[config.mk]
export PLATFORM = sky130hd
export DESIGN_NAME = mips_multicycle_ctrl
export DESIGN_NICKNAME = d
export VERILOG_FILES = /design/src/rtl/mips_multicycle_ctrl.sv
export SDC_FILE = /design/constraint.sdc
export NUM_CORES = 1
export LEC_CHECK = 0
export ABC_AREA = 0
export BUFFER_PORTS_ARGS = -buffer_cell sky130_fd_sc_hd__buf_4
export CORE_ASPECT_RATIO = 0.9
export CORE_MARGIN = 2
export CORE_UTILIZATION = 46
export CTS_BUF_LIST = sky130_fd_sc_hd__clkbuf_4 sky130_fd_sc_hd__clkbuf_8
export DETAILED_ROUTE_END_ITERATION = 7
export HOLD_SLACK_MARGIN = 0.1
export PLACE_DENSITY = 0.93
export SETUP_SLACK_MARGIN = 0.1
export SLEW_MARGIN = 15
export SYNTH_ARGS = -nofsm -noshare
export SYNTH_HDL_FRONTEND = slang
export SYNTH_SLANG_ARGS = --single-unit
[constraint.sdc]
create_clock -name clk -period 1.69 [get_ports clk]
set_input_delay 0.2535 -clock clk [delete_from_list [all_inputs] [get_ports clk]]
set_output_delay 0.2535 -clock clk [all_outputs]
set_load 0.03 [all_outputs]
[src/rtl/mips_multicycle_ctrl.sv]
`default_nettype none
// ============================================================================
// Module      : mips_multicycle_ctrl
// Description : Multicycle MIPS control FSM. Sequences fetch, decode, execute,
//               memory and writeback. Drives the ALU opcode, operand muxes,
//               memory strobes and register/PC write enables. Uses the ALU
//               zero flag to decide beq.
// Ports       : clk, reset (sync, active-high)
//               opcode[5:0], funct[5:0], zero, mem_ready         (inputs)
//               alu_control[3:0], alu_src_a, alu_src_b[1:0], iord,
//               mem_read, mem_write, ir_write, reg_write, reg_dst,
//               mem_to_reg, pc_write, pc_source[1:0], illegal_instr,
//               state[3:0]                                        (outputs)
// Revision    : 1.0 - initial release
// ============================================================================
module mips_multicycle_ctrl #(
  parameter logic [3:0] RESET_STATE = 4'd0
) (
  input  logic       clk,
  input  logic       reset,
  input  logic [5:0] opcode,
  input  logic [5:0] funct,
  input  logic       zero,
  input  logic       mem_ready,
  output logic [3:0] alu_control,
  output logic       alu_src_a,
  output logic [1:0] alu_src_b,
  output logic       iord,
  output logic       mem_read,
  output logic       mem_write,
  output logic       ir_write,
  output logic       reg_write,
  output logic       reg_dst,
  output logic       mem_to_reg,
  output logic       pc_write,
  output logic [1:0] pc_source,
  output logic       illegal_instr,
  output logic [3:0] state
);

  typedef enum logic [3:0] {
    S_FETCH   = 4'd0,
    S_DECODE  = 4'd1,
    S_MEMADR  = 4'd2,
    S_MEMRD   = 4'd3,
    S_MEMWB   = 4'd4,
    S_MEMWR   = 4'd5,
    S_EXEC    = 4'd6,
    S_ALUWB   = 4'd7,
    S_BRANCH  = 4'd8,
    S_ADDIEX  = 4'd9,
    S_ADDIWB  = 4'd10,
    S_JUMP    = 4'd11
  } state_t;

  localparam state_t C_RESET_S = state_t'(RESET_STATE);

  localparam logic [3:0] C_ALU_AND  = 4'b0000;
  localparam logic [3:0] C_ALU_OR   = 4'b0001;
  localparam logic [3:0] C_ALU_ADD  = 4'b0010;
  localparam logic [3:0] C_ALU_SUB  = 4'b0110;
  localparam logic [3:0] C_ALU_SLT  = 4'b0111;
  localparam logic [3:0] C_ALU_SLTU = 4'b1000;
  localparam logic [3:0] C_ALU_SLL  = 4'b1001;
  localparam logic [3:0] C_ALU_SRL  = 4'b1010;

  state_t state_q, state_d;

  // R-type funct decode: ALU operation plus a legality flag.
  logic [3:0] funct_alu;
  logic       funct_ok;

  always_comb begin
    funct_alu = C_ALU_ADD;
    funct_ok  = 1'b1;
    case (funct)
      6'h20, 6'h21: funct_alu = C_ALU_ADD;
      6'h22, 6'h23: funct_alu = C_ALU_SUB;
      6'h24:        funct_alu = C_ALU_AND;
      6'h25:        funct_alu = C_ALU_OR;
      6'h2A:        funct_alu = C_ALU_SLT;
      6'h2B:        funct_alu = C_ALU_SLTU;
      6'h00:        funct_alu = C_ALU_SLL;
      6'h02:        funct_alu = C_ALU_SRL;
      default:      funct_ok  = 1'b0;
    endcase
  end

  always_ff @(posedge clk) begin
    if (reset) state_q <= C_RESET_S;
    else       state_q <= state_d;
  end

  always_comb begin
    state_d       = S_FETCH;
    alu_control   = C_ALU_ADD;
    alu_src_a     = 1'b0;
    alu_src_b     = 2'b00;
    iord          = 1'b0;
    mem_read      = 1'b0;
    mem_write     = 1'b0;
    ir_write      = 1'b0;
    reg_write     = 1'b0;
    reg_dst       = 1'b0;
    mem_to_reg    = 1'b0;
    pc_write      = 1'b0;
    pc_source     = 2'b00;
    illegal_instr = 1'b0;

    case (state_q)
      S_FETCH: begin
        mem_read  = 1'b1;
        alu_src_b = 2'b01;
        // IR and PC+4 are only committed on the cycle memory delivers.
        ir_write  = mem_ready;
        pc_write  = mem_ready;
        state_d   = mem_ready ? S_DECODE : S_FETCH;
      end
      S_DECODE: begin
        // Precompute the branch target into ALUOut while decoding.
        alu_src_b = 2'b11;
        case (opcode)
          6'h00: begin
            if (funct_ok) state_d = S_EXEC;
            else          illegal_instr = 1'b1;
          end
          6'h23, 6'h2B: state_d = S_MEMADR;
          6'h04:        state_d = S_BRANCH;
          6'h08:        state_d = S_ADDIEX;
          6'h02:        state_d = S_JUMP;
          default:      illegal_instr = 1'b1;
        endcase
      end
      S_MEMADR: begin
        alu_src_a = 1'b1;
        alu_src_b = 2'b10;
        state_d   = (opcode == 6'h23) ? S_MEMRD : S_MEMWR;
      end
      S_MEMRD: begin
        iord     = 1'b1;
        mem_read = 1'b1;
        state_d  = mem_ready ? S_MEMWB : S_MEMRD;
      end
      S_MEMWB: begin
        reg_write  = 1'b1;
        mem_to_reg = 1'b1;
      end
      S_MEMWR: begin
        iord      = 1'b1;
        mem_write = 1'b1;
        state_d   = mem_ready ? S_FETCH : S_MEMWR;
      end
      S_EXEC: begin
        alu_src_a   = 1'b1;
        alu_control = funct_alu;
        state_d     = S_ALUWB;
      end
      S_ALUWB: begin
        reg_write = 1'b1;
        reg_dst   = 1'b1;
      end
      S_BRANCH: begin
        alu_src_a   = 1'b1;
        alu_control = C_ALU_SUB;
        pc_source   = 2'b01;
        pc_write    = zero;
      end
      S_ADDIEX: begin
        alu_src_a = 1'b1;
        alu_src_b = 2'b10;
        state_d   = S_ADDIWB;
      end
      S_ADDIWB: begin
        reg_write = 1'b1;
      end
      S_JUMP: begin
        pc_source = 2'b10;
        pc_write  = 1'b1;
      end
      default: state_d = S_FETCH;
    endcase

    // Reset abandons any instruction in flight: no side effects this cycle.
    if (reset) begin
      mem_read  = 1'b0;
      mem_write = 1'b0;
      ir_write  = 1'b0;
      reg_write = 1'b0;
      pc_write  = 1'b0;
    end
  end

  assign state = state_q;

endmodule
`default_nettype wire
==> metrics.txt, run 1 <==
EDFF count, synth=0; Die Height=41.1 um; Num Clock Sinks=4; syn_area_per_cell=6.44 um2; Rows=13; Mapped Area=approximately 700 um2; Synth cell types=between 40 and 50; Post-synth ARST share=0; stop err=[ERROR DPL-0038] Utilization greater than 100%, impossible to legalize; width of the chip=45.2 um; post-synthesis register bit count=4; Post-synth top flop=dfxtp_1; placed cells=approximately 180; Longest Clk Path Bufs=2; last step reached=clock tree synthesis (4_1_cts); # port buffers=37; Post-CTS Setup Bufs=10; Syn Nets=125; Initial Utilization=0.490; sequential area share after synthesis=0.114; total CTS buffers=3; Clock H-tree levels=1; routability cong.=slightly above 0.9; Post-Synthesis Cells=109; hpwl dp=2.15 mm; outcome=aborted with a tool error; clock root cell=clkbuf_4; Hold Buf Count CTS=0; synth warn=0; # IOs=38; post_cts resized=33
[synth_stat cells (2+ instances only)]
cell type	instances	share of area
o21bai_1	3	0.032
a2bb2oi_1	2	0.025
dfxtp_1	4	0.11
a32oi_1	2	0.025
clkbuf_1	4	0.021
mux2_2	2	0.032
a21oi_1	9	0.064
nor4_1	4	0.036
nor2_1	15	0.080
a31oi_1	2	0.018
inv_1	3	0.016
o21ai_0	8	0.057
nand2_1	4	0.021
nand3_1	5	0.036
nand2b_1	5	0.045
nor3_1	10	0.071
and3_1	3	0.027
[metrics by stage]
stage	worst slack (ns)	cell area, um2
2_1_floorplan	-0.142	820
3_3_place_gp	-0.165	1240
3_5_place_dp	-0.208	1240
[kinds of logic after synthesis]
kind of cell | synth area share
compound gates | 0.314
xor+xnor | 0.0250
buf+inv | 0.0659
flops | 0.114
mux | 0.0463
simple gates | 0.435
==> run 2, diff against run 1 <==
==> config.mk (replaced) <==
export PLATFORM = sky130hd
export DESIGN_NAME = mips_multicycle_ctrl
export DESIGN_NICKNAME = d
export VERILOG_FILES = /design/src/rtl/mips_multicycle_ctrl.sv
export SDC_FILE = /design/constraint.sdc
export NUM_CORES = 1
export LEC_CHECK = 0
export ABC_AREA = 0
export BUFFER_PORTS_ARGS = -buffer_cell sky130_fd_sc_hd__buf_4
export CORE_AREA = 2 2 63 65
export DETAILED_ROUTE_END_ITERATION = 7
export DIE_AREA = 0 0 65 67
export PLACE_DENSITY_LB_ADDON = 0.15
export SLEW_MARGIN = 15
export SYNTH_ARGS = -nofsm -noshare
export SYNTH_HDL_FRONTEND = slang
export SYNTH_SLANG_ARGS = --single-unit
==> run 2 against run 1 <==
- the flow now finishes, with violations (negative setup slack)
- synthesized area did not move
- synthesized cell count unchanged
==> metrics.txt, run 2 <==
share of cells above drive strength 1=0.587; Psw=0.179 mW; post-synthesis register bit count=4; width of the chip=65 um; GR Util All Layers=0.134; Post-synth top cells=15 x nor2_1, 10 x nor3_1, 9 x a21oi_1, 8 x o21ai_0; Num Clock Sinks=4; Final Hold Fails=0; # DRC=0; RSZ-0062 raised after global routing=true; maximum vdd ir drop=126 uV; die area=4360 um2; First-pass DRT Iterations=4; WL per Instance=12.7 um; top cell type's share of synthesized area=0.114; # Max-Cap Violations=0; core box area=3610 um2; fmax=551 MHz; most common cell in the netlist=nor2_1; total CTS buffers=3; Die Height=67 um; largest net degree at the start of global routing=22; Post-synth ARST share=0; TNS Setup=-0.376 ns; hold_ws=0.304 ns; most frequent cells in the layout=56 x buf_4, 12 x nor2_1, 9 x a21oi_1, 9 x buf_6, 7 x o21ai_0; Int Power=0.363 mW; Rows=22; failing checks=negative setup slack; Largest stage delay, worst path=0.48 ns; Layout area overhead=111%; Setup crit start kind=input port; synth top area cells=dfxtp_1 11%, nor2_1 8.0%, nor3_1 7.1%; slew at the pin closest to its max-slew limit=0.379 ns; critical path arrival=approximately 1.6 ns; routability cong.=0.818; slowest stage cell, crit path=a2111o_1; final worst slack=-0.126 ns; Worst setup EP type=output port; Final period util=1.07; Seq pwr share=0.184; # setup viols final=4; Initial Utilization=0.195; Post-Synthesis Cells=about 110; via count=1,083; Clock power frac=0.371; clock root cell=clkbuf_8; first-pass GRT wire length=4.54 mm; Synth cell types=41; final net count=190; commonest non-fill, non-tap cell in the layout=buf_4; hpwl dp=~2.1 mm; combinational power share=0.445; leakage power=0.606 nW; max-slew violations=0; clk_lat worst skew=0.22 ns; Crit path required time=1.44 ns; buffer and inverter count on the worst path=2; critical-path cell list=buf_4 > nor3_4 > o21bai_2 > a2111o_1 > nor4_4 > buf_6; sequential area share after synthesis=0.114; Clock H-tree levels=1; switch share=0.330; outcome=finished with violations; CTS tree=yes; total gr overflow=0; Layout fillers=369; worst-path maximum fanout=4; Longest Clk Path Bufs=2; Post-synth top flop=dfxtp_1; DR iter-0 viols=between 50 and 60; WS Path Type=in2out; minimum clock period=1.82 ns; Via density=4.92; worst rel slew slack=0.747; CP top delay family=compound AO/OA/AOI/OAI gates; Hold Buf Count CTS=0; area leader, netlist=dfxtp_1; Mapped Area=about 700 um2; clk_skew=0.00199 ns; # port buffers=37; max reg flops=4; EDFF count, synth=0; synth warn=0; Routed WL=2.79 mm; Syn Nets=125; # IOs=38; n_diodes=0; CTS clk-pin slew, worst paths=roughly 0.030 ns; HP Class=in2reg; post-route ant nets=0; initial antenna violation count=0; syn_area_per_cell=between 6 and 7 um2; number of global-route vias before repair=965; DP Area=1280 um2; Finished Cell Area=approximately 1500 um2; Power Density=365 nW/um2
## run 2: cell counts after synthesis
No cell type changed its count.
## run 2: cell families after synthesis
kind of cell	Yosys count	synth area share
XOR/XNOR	2	0.0250
AND/OR/NAND/NOR	57	0.435
AO/OA/AOI/OAI	33	0.314
multiplexers	3	0.0463
flip-flops	4	0.114
buffers and inverters	10	0.0659
## run 2: per-layer routing
layer,track usage,up-vias,part of all wire
li1,-,540,-
met1,0.181,499,0.46
met2,0.218,41,0.48
met3,0.0118,3,0.048
met4,0.0559,0,0.013
met5,0,-,0
## run 2: worst register-to-register path, cell delays in order, from the launching register on
cell     delay [ns]
dfxtp_2        0.33
buf_12         0.16
or4_1          0.53
a32oi_1        0.17
a21oi_1        0.08
## run 2: per-stage QoR
stage                     utilization  cells  total power [mW]  worst slack, ns
after floorplan                     -    109             0.213           -0.148
after global placement          0.355    211             0.323           -0.210
final                           0.412    220             0.541           -0.126
after CTS                       0.400    219             0.537           -0.127
after detailed placement        0.355    211             0.325           -0.239
after global routing            0.412    220             0.570           -0.164
## run 2: final cells by class
| class | count | area, um2 | area share |
|---|---|---|---|
| well taps | 48 | 60.1 | 0.0405 |
| flip-flops and latches | 4 | 85.1 | 0.0573 |
| multi-input cells | 95 | 724 | 0.488 |
| repair buffers | 67 | 562 | 0.379 |
| clock buffers | 3 | 41.3 | 0.0278 |
| inverters | 3 | 11.3 | 0.00759 |
## run 2: path summary, 6_finish.rpt
| kind | endpoint | startpoint | slack (ns) | depth (start not counted) |
|---|---|---|---|---|
| min reg2reg | state[3]$_SDFF_PP0_ | state[2]$_SDFF_PP0_ | 0.64 | 2 |
| max | alu_control[3] | funct[0] | -0.13 | 6 |
| min | state[3]$_SDFF_PP0_ | reset | 0.30 | 2 |
| max reg2reg | state[2]$_SDFF_PP0_ | state[2]$_SDFF_PP0_ | 0.30 | 4 |
## run 2: timing repair
action / 4_1_cts / 5_1_grt
resized for setup: 16 / 10
pin swaps: 6 / 2
setup endpoints to repair: 8 / 10
setup buffers: 5 / 1
## run 2: power by group through the flow
stage	logic (mW)	clock network, mW	registers, mW
final	0.241	0.201	0.0996
after global routing	0.261	0.209	0.100
after CTS	0.234	0.203	0.0996
after detailed placement	0.224	0	0.100
after global placement	0.222	0	0.100
after floorplan	0.106	0	0.107
(Power assumes the default switching activity.)
==> run 3, diff against run 2 <==
==> constraint.sdc (replaced) <==
create_clock -name clk -period 1.5 [get_ports clk]
set_input_delay 0.225 -clock clk [delete_from_list [all_inputs] [get_ports clk]]
set_output_delay 0.225 -clock clk [all_outputs]
set_load 0.03 [all_outputs]
==> run 3 against run 2 <==
- the run still ends with negative setup slack left
- register-to-register slack got worse by 0.22 ns
- flip-flop and latch count did not move
- worst setup slack got worse by 0.18 ns
==> metrics.txt, run 3 (synthesis results as in run 2) <==
most frequent cells in the layout=50 x buf_4, 23 x buf_6, 10 x nor2_1; commonest non-fill, non-tap cell in the layout=buf_4; final core utilization=0.474; # DRC=0; fmax=554 MHz; Int Power=0.444 mW; CTS clk-pin slew, worst paths=0.03 ns; total CTS buffers=3; core box area=approximately 3600 um2; Final period util=1.20; Initial Utilization=0.195; TNS Setup=-1.26 ns; placed cells=between 200 and 250; initial antenna violation count=0; First-pass DRT Iterations=4; RSZ-0062 raised after global routing=true; Clock H-tree levels=1; clk_lat worst skew=approximately 0.22 ns; Longest Clk Path Bufs=2; hpwl dp=between 2 and 2.5 mm; Seq pwr share=0.163; # port buffers=37; # IOs=38; HP Class=in2reg; reg2reg end=state[1]$_SDFF_PP0_; # Max-Cap Violations=0; width of the chip=65 um; Power Density=391 nW/um2; Setup crit start kind=register; routability cong.=0.808; share of cells above drive strength 1=0.680; WL per Instance=roughly 13 um; clk_skew=between 0.005 and 0.006 ns; outcome=finished with violations; max-slew violations=0; FF-to-FF Start=state[2]$_SDFF_PP0_; Final Hold Fails=0; hold path depth=2; combinational power share=0.471; Routed WL=3.00 mm; n_diodes=0; leakage power=0.682 nW; clock root cell=clkbuf_8; first-pass GRT wire length=4.93 mm; final net count=198; Layout area overhead=144%; max reg flops=4; slew at the pin closest to its max-slew limit=0.301 ns; final cell count without fillers=roughly 230; Die Height=67 um; post-route ant nets=0; largest net degree at the start of global routing=13; Psw=around 0.22 mW; DR iter-0 viols=26; final worst slack=-0.306 ns; hold_ws=0.314 ns; maximum vdd ir drop=182 uV; GR Util All Layers=0.147; worst rel slew slack=0.797; Via density=slightly below 5; via count=1,111; # setup viols final=9; number of global-route vias before repair=1,029; die area=4360 um2; CTS tree=yes; Worst setup EP type=output port; total gr overflow=0; Num Clock Sinks=4; WS Path Type=reg2out; worst-path maximum fanout=4; Crit path required time=1.27 ns; HP Start=reset; Rows=22; critical path arrival=1.58 ns; failing checks=negative setup slack; pre-CTS setup slack=-0.376 ns; WHS Endpoint=state[3]$_SDFF_PP0_; Clock power frac=0.365; switch share=0.336; minimum clock period=1.81 ns; R2R depth=6; R2R Setup Slk=about 0.08 ns; Hold Buf Count CTS=0
[run 3: changes by cell type in the layout (fill, tap and decap cells not counted), sizes merged]
| cell | previous run | this run |
|---|---|---|
| buf | 67 | 75 |
| clkbuf | 3 | 4 |
[run 3: timing repair]
action | CTS | global route
endpoints found under the hold margin | 0 | 0
setup buffers | 6 | 7
endpoints found under the setup margin | 12 | 17
pin swaps | 14 | 9
resized for setup | 42 | 21
gates cloned | 0 | 0
[run 3: per-layer routing]
metal,vias up,part of all wire,global-route usage
met5,-,0,0
met4,0,0.015,0.0718
met3,4,0.048,0.0152
met2,37,0.49,0.242
met1,513,0.44,0.191
li1,557,-,-
[run 3: stage by stage]
step / area [um2] / power [mW]
after floorplan: 853 / 0.249
after global placement: 1340 / 0.369
after detailed placement: 1340 / 0.372
after CTS: 1610 / 0.662
after global routing: 1710 / 0.713
final: 1710 / 0.669
[run 3: layout make-up]
class	count	area (um2)
well taps	48	60.1
clock buffers	4	45.0
multi-input cells	95	837
repair buffers	75	664
inverters	3	13.8
flip-flops and latches	4	90.1
fillers	365	1900
[run 3: how the worst max path moves through the flow]
stage | from | endpoint | cells past startpoint
after floorplan | funct[0] | alu_control[3] | 5
final | state[3]$_SDFF_PP0_ | alu_control[3] | 4
after global routing | state[3]$_SDFF_PP0_ | alu_control[3] | 4
after CTS | funct[0] | alu_control[3] | 6
after detailed placement | funct[5] | alu_control[3] | 6
after global placement | funct[5] | alu_control[3] | 6
[run 3: power groups by stage]
| stage | clock [mW] | combinational [mW] | sequential, mW |
|---|---|---|---|
| final | 0.244 | 0.315 | 0.109 |
| after global routing | 0.263 | 0.340 | 0.109 |
| after CTS | 0.250 | 0.301 | 0.111 |
| after detailed placement | 0 | 0.260 | 0.112 |
| after global placement | 0 | 0.257 | 0.111 |
| after floorplan | 0 | 0.130 | 0.119 |
[run 3: worst max-delay path: stages, from the launching register on]
cell,delay [ns]
dfxtp_2,0.31
nand2b_4,0.14
a2111o_1,0.47
nor4_4,0.25
buf_4,0.20
==> run 4, diff against run 3 <==
--- a/config.mk
+++ b/config.mk
@@ -10,7 +10,9 @@
 export CORE_AREA = 2 2 63 65
 export DETAILED_ROUTE_END_ITERATION = 7
 export DIE_AREA = 0 0 65 67
+export HOLD_SLACK_MARGIN = 0.02
 export PLACE_DENSITY_LB_ADDON = 0.15
+export SETUP_SLACK_MARGIN = 0.05
 export SLEW_MARGIN = 15
 export SYNTH_ARGS = -nofsm -noshare
 export SYNTH_HDL_FRONTEND = slang
==> run 4 against run 3 <==
- routed wire length decreased by 2.4%
- critical path depth increased by 1
- largest cell class unchanged
- largest power group unchanged
- sequential share of layout area about the same
- the run still ends with negative setup slack left
- total power increased by 0.30%
- count of clock-buffer cells in the layout unchanged
- sequential power about the same
- clock skew decreased by 0.0018 ns
- first-iteration DRC count increased by 42%
- combinational power about the same
- via count decreased by 2.2%
- worst setup slack got worse by 0.018 ns
==> metrics.txt, run 4 (synthesis results as in run 2) <==
hpwl dp=2.19 mm; Routed WL=between 2 and 3 mm; CTS clk-pin slew, worst paths=0.03 ns; total gr overflow=0; initial antenna violation count=0; First-pass DRT Iterations=4; # port buffers=37; die area=4360 um2; post-route ant nets=0; WS Path Type=reg2out; RSZ-0062 raised after global routing=true; Via density=4.71; n_diodes=0; commonest non-fill, non-tap cell in the layout=buf_4; Pwr Total=0.671 mW; Longest Clk Path Bufs=2; clk_lat worst skew=0.22 ns; Worst setup EP type=output port; placed cells=216; outcome=finished with violations; Die Height=67 um; largest net degree at the start of global routing=13; Hold Buf Count CTS=0; slew at the pin closest to its max-slew limit=0.408 ns; first-pass GRT wire length=around 5 mm; Final Hold Fails=0; HP Class=in2reg; final net count=200; maximum vdd ir drop=145 uV; final core utilization=0.490; CTS tree=yes; critical path arrival=1.60 ns; FF-to-FF Start=state[2]$_SDFF_PP0_; WL per Instance=12.7 um; GR Util All Layers=0.147; final cell count without fillers=231; minimum clock period=roughly 1.8 ns; DR iter-0 viols=37; max reg flops=4; Rows=22; Num Clock Sinks=4; Critical Path Source=state[3]$_SDFF_PP0_; failing checks=negative setup slack; # IOs=38; leakage power=between 0.7 and 0.8 nW; Clock H-tree levels=1; number of global-route vias before repair=1,108; Initial Utilization=0.195; total CTS buffers=3; Crit path required time=~1.3 ns; core box area=3610 um2; # Max-Cap Violations=0; # DRC=0; clock root cell=clkbuf_8; routability cong.=~0.85; Final period util=1.22; final worst slack=-0.324 ns; HP Start=reset; Setup crit start kind=register; Power Density=380 nW/um2; via count=around 1,100; width of the chip=65 um; hold_ws=0.313 ns; fmax=~550 MHz; clk_skew=0.00346 ns; worst rel slew slack=0.727; worst-path maximum fanout=4; Layout area overhead=152%; # setup viols final=12; share of cells above drive strength 1=0.683; max-slew violations=0; most frequent cells in the layout=47 x buf_4, 24 x buf_6, 10 x nor2_1; pre-CTS setup slack=-0.374 ns
run 4: path summary, 6_finish.rpt:
| kind | to | slack, ns | cells past startpoint |
|---|---|---|---|
| worst max register to register | state[2]$_SDFF_PP0_ | -0.05 | 6 |
| worst max-delay path | alu_control[0] | -0.32 | 5 |
| worst min-delay path | state[3]$_SDFF_PP0_ | 0.31 | 2 |
| worst min register to register | state[0]$_SDFF_PP0_ | 0.65 | 2 |
run 4: timing repair:
action | 4_1_cts | 5_1_grt
cloned | 1 | 0
gates resized for setup | 48 | 16
pin swaps | 16 | 9
buffers inserted | 8 | 3
endpoints found under the setup margin | 18 | 18
run 4: cell type report:
cell class,instances,area [um2]
Multi-Input combinational cell,95,835
Fill cell,356,1840
Timing Repair Buffer,77,723
Inverter,3,11.3
Tap cell,48,60.1
Clock buffer,4,45.0
Sequential cell,4,92.6
run 4: through the flow:
stage	TNS (ns)	instance area, um2
after floorplan	-0.575	886
after global placement	-1.33	1390
after detailed placement	-1.45	1390
after CTS	-1.68	1710
after global routing	-2.30	1770
final	-1.69	1770
run 4: report_power, final:
group	switching, mW	internal, mW	total (mW)	leakage, nW
logic	0.158	0.158	0.317	0.643
clock network	0.0623	0.182	0.244	0.0228
registers	0.00272	0.107	0.109	0.0352
run 4: per-layer routing:
| metal | vias up | track usage | routed length [um] | share of wire |
|---|---|---|---|---|
| met5 | - | 0 | 0 | 0 |
| met4 | 0 | 0.0479 | 21 | 0.0072 |
| met3 | 3 | 0.0169 | 132 | 0.045 |
| met2 | 30 | 0.265 | 1480 | 0.51 |
| met1 | 492 | 0.180 | 1290 | 0.44 |
| li1 | 562 | - | - | - |
run 4: worst max-delay path, stage by stage, from the launching register on:
cell and delay (ns):
dfxtp_4 0.33, nand2b_4 0.13, a2111o_1 0.44, buf_6 0.16
a211oi_4 0.16, buf_6 0.16
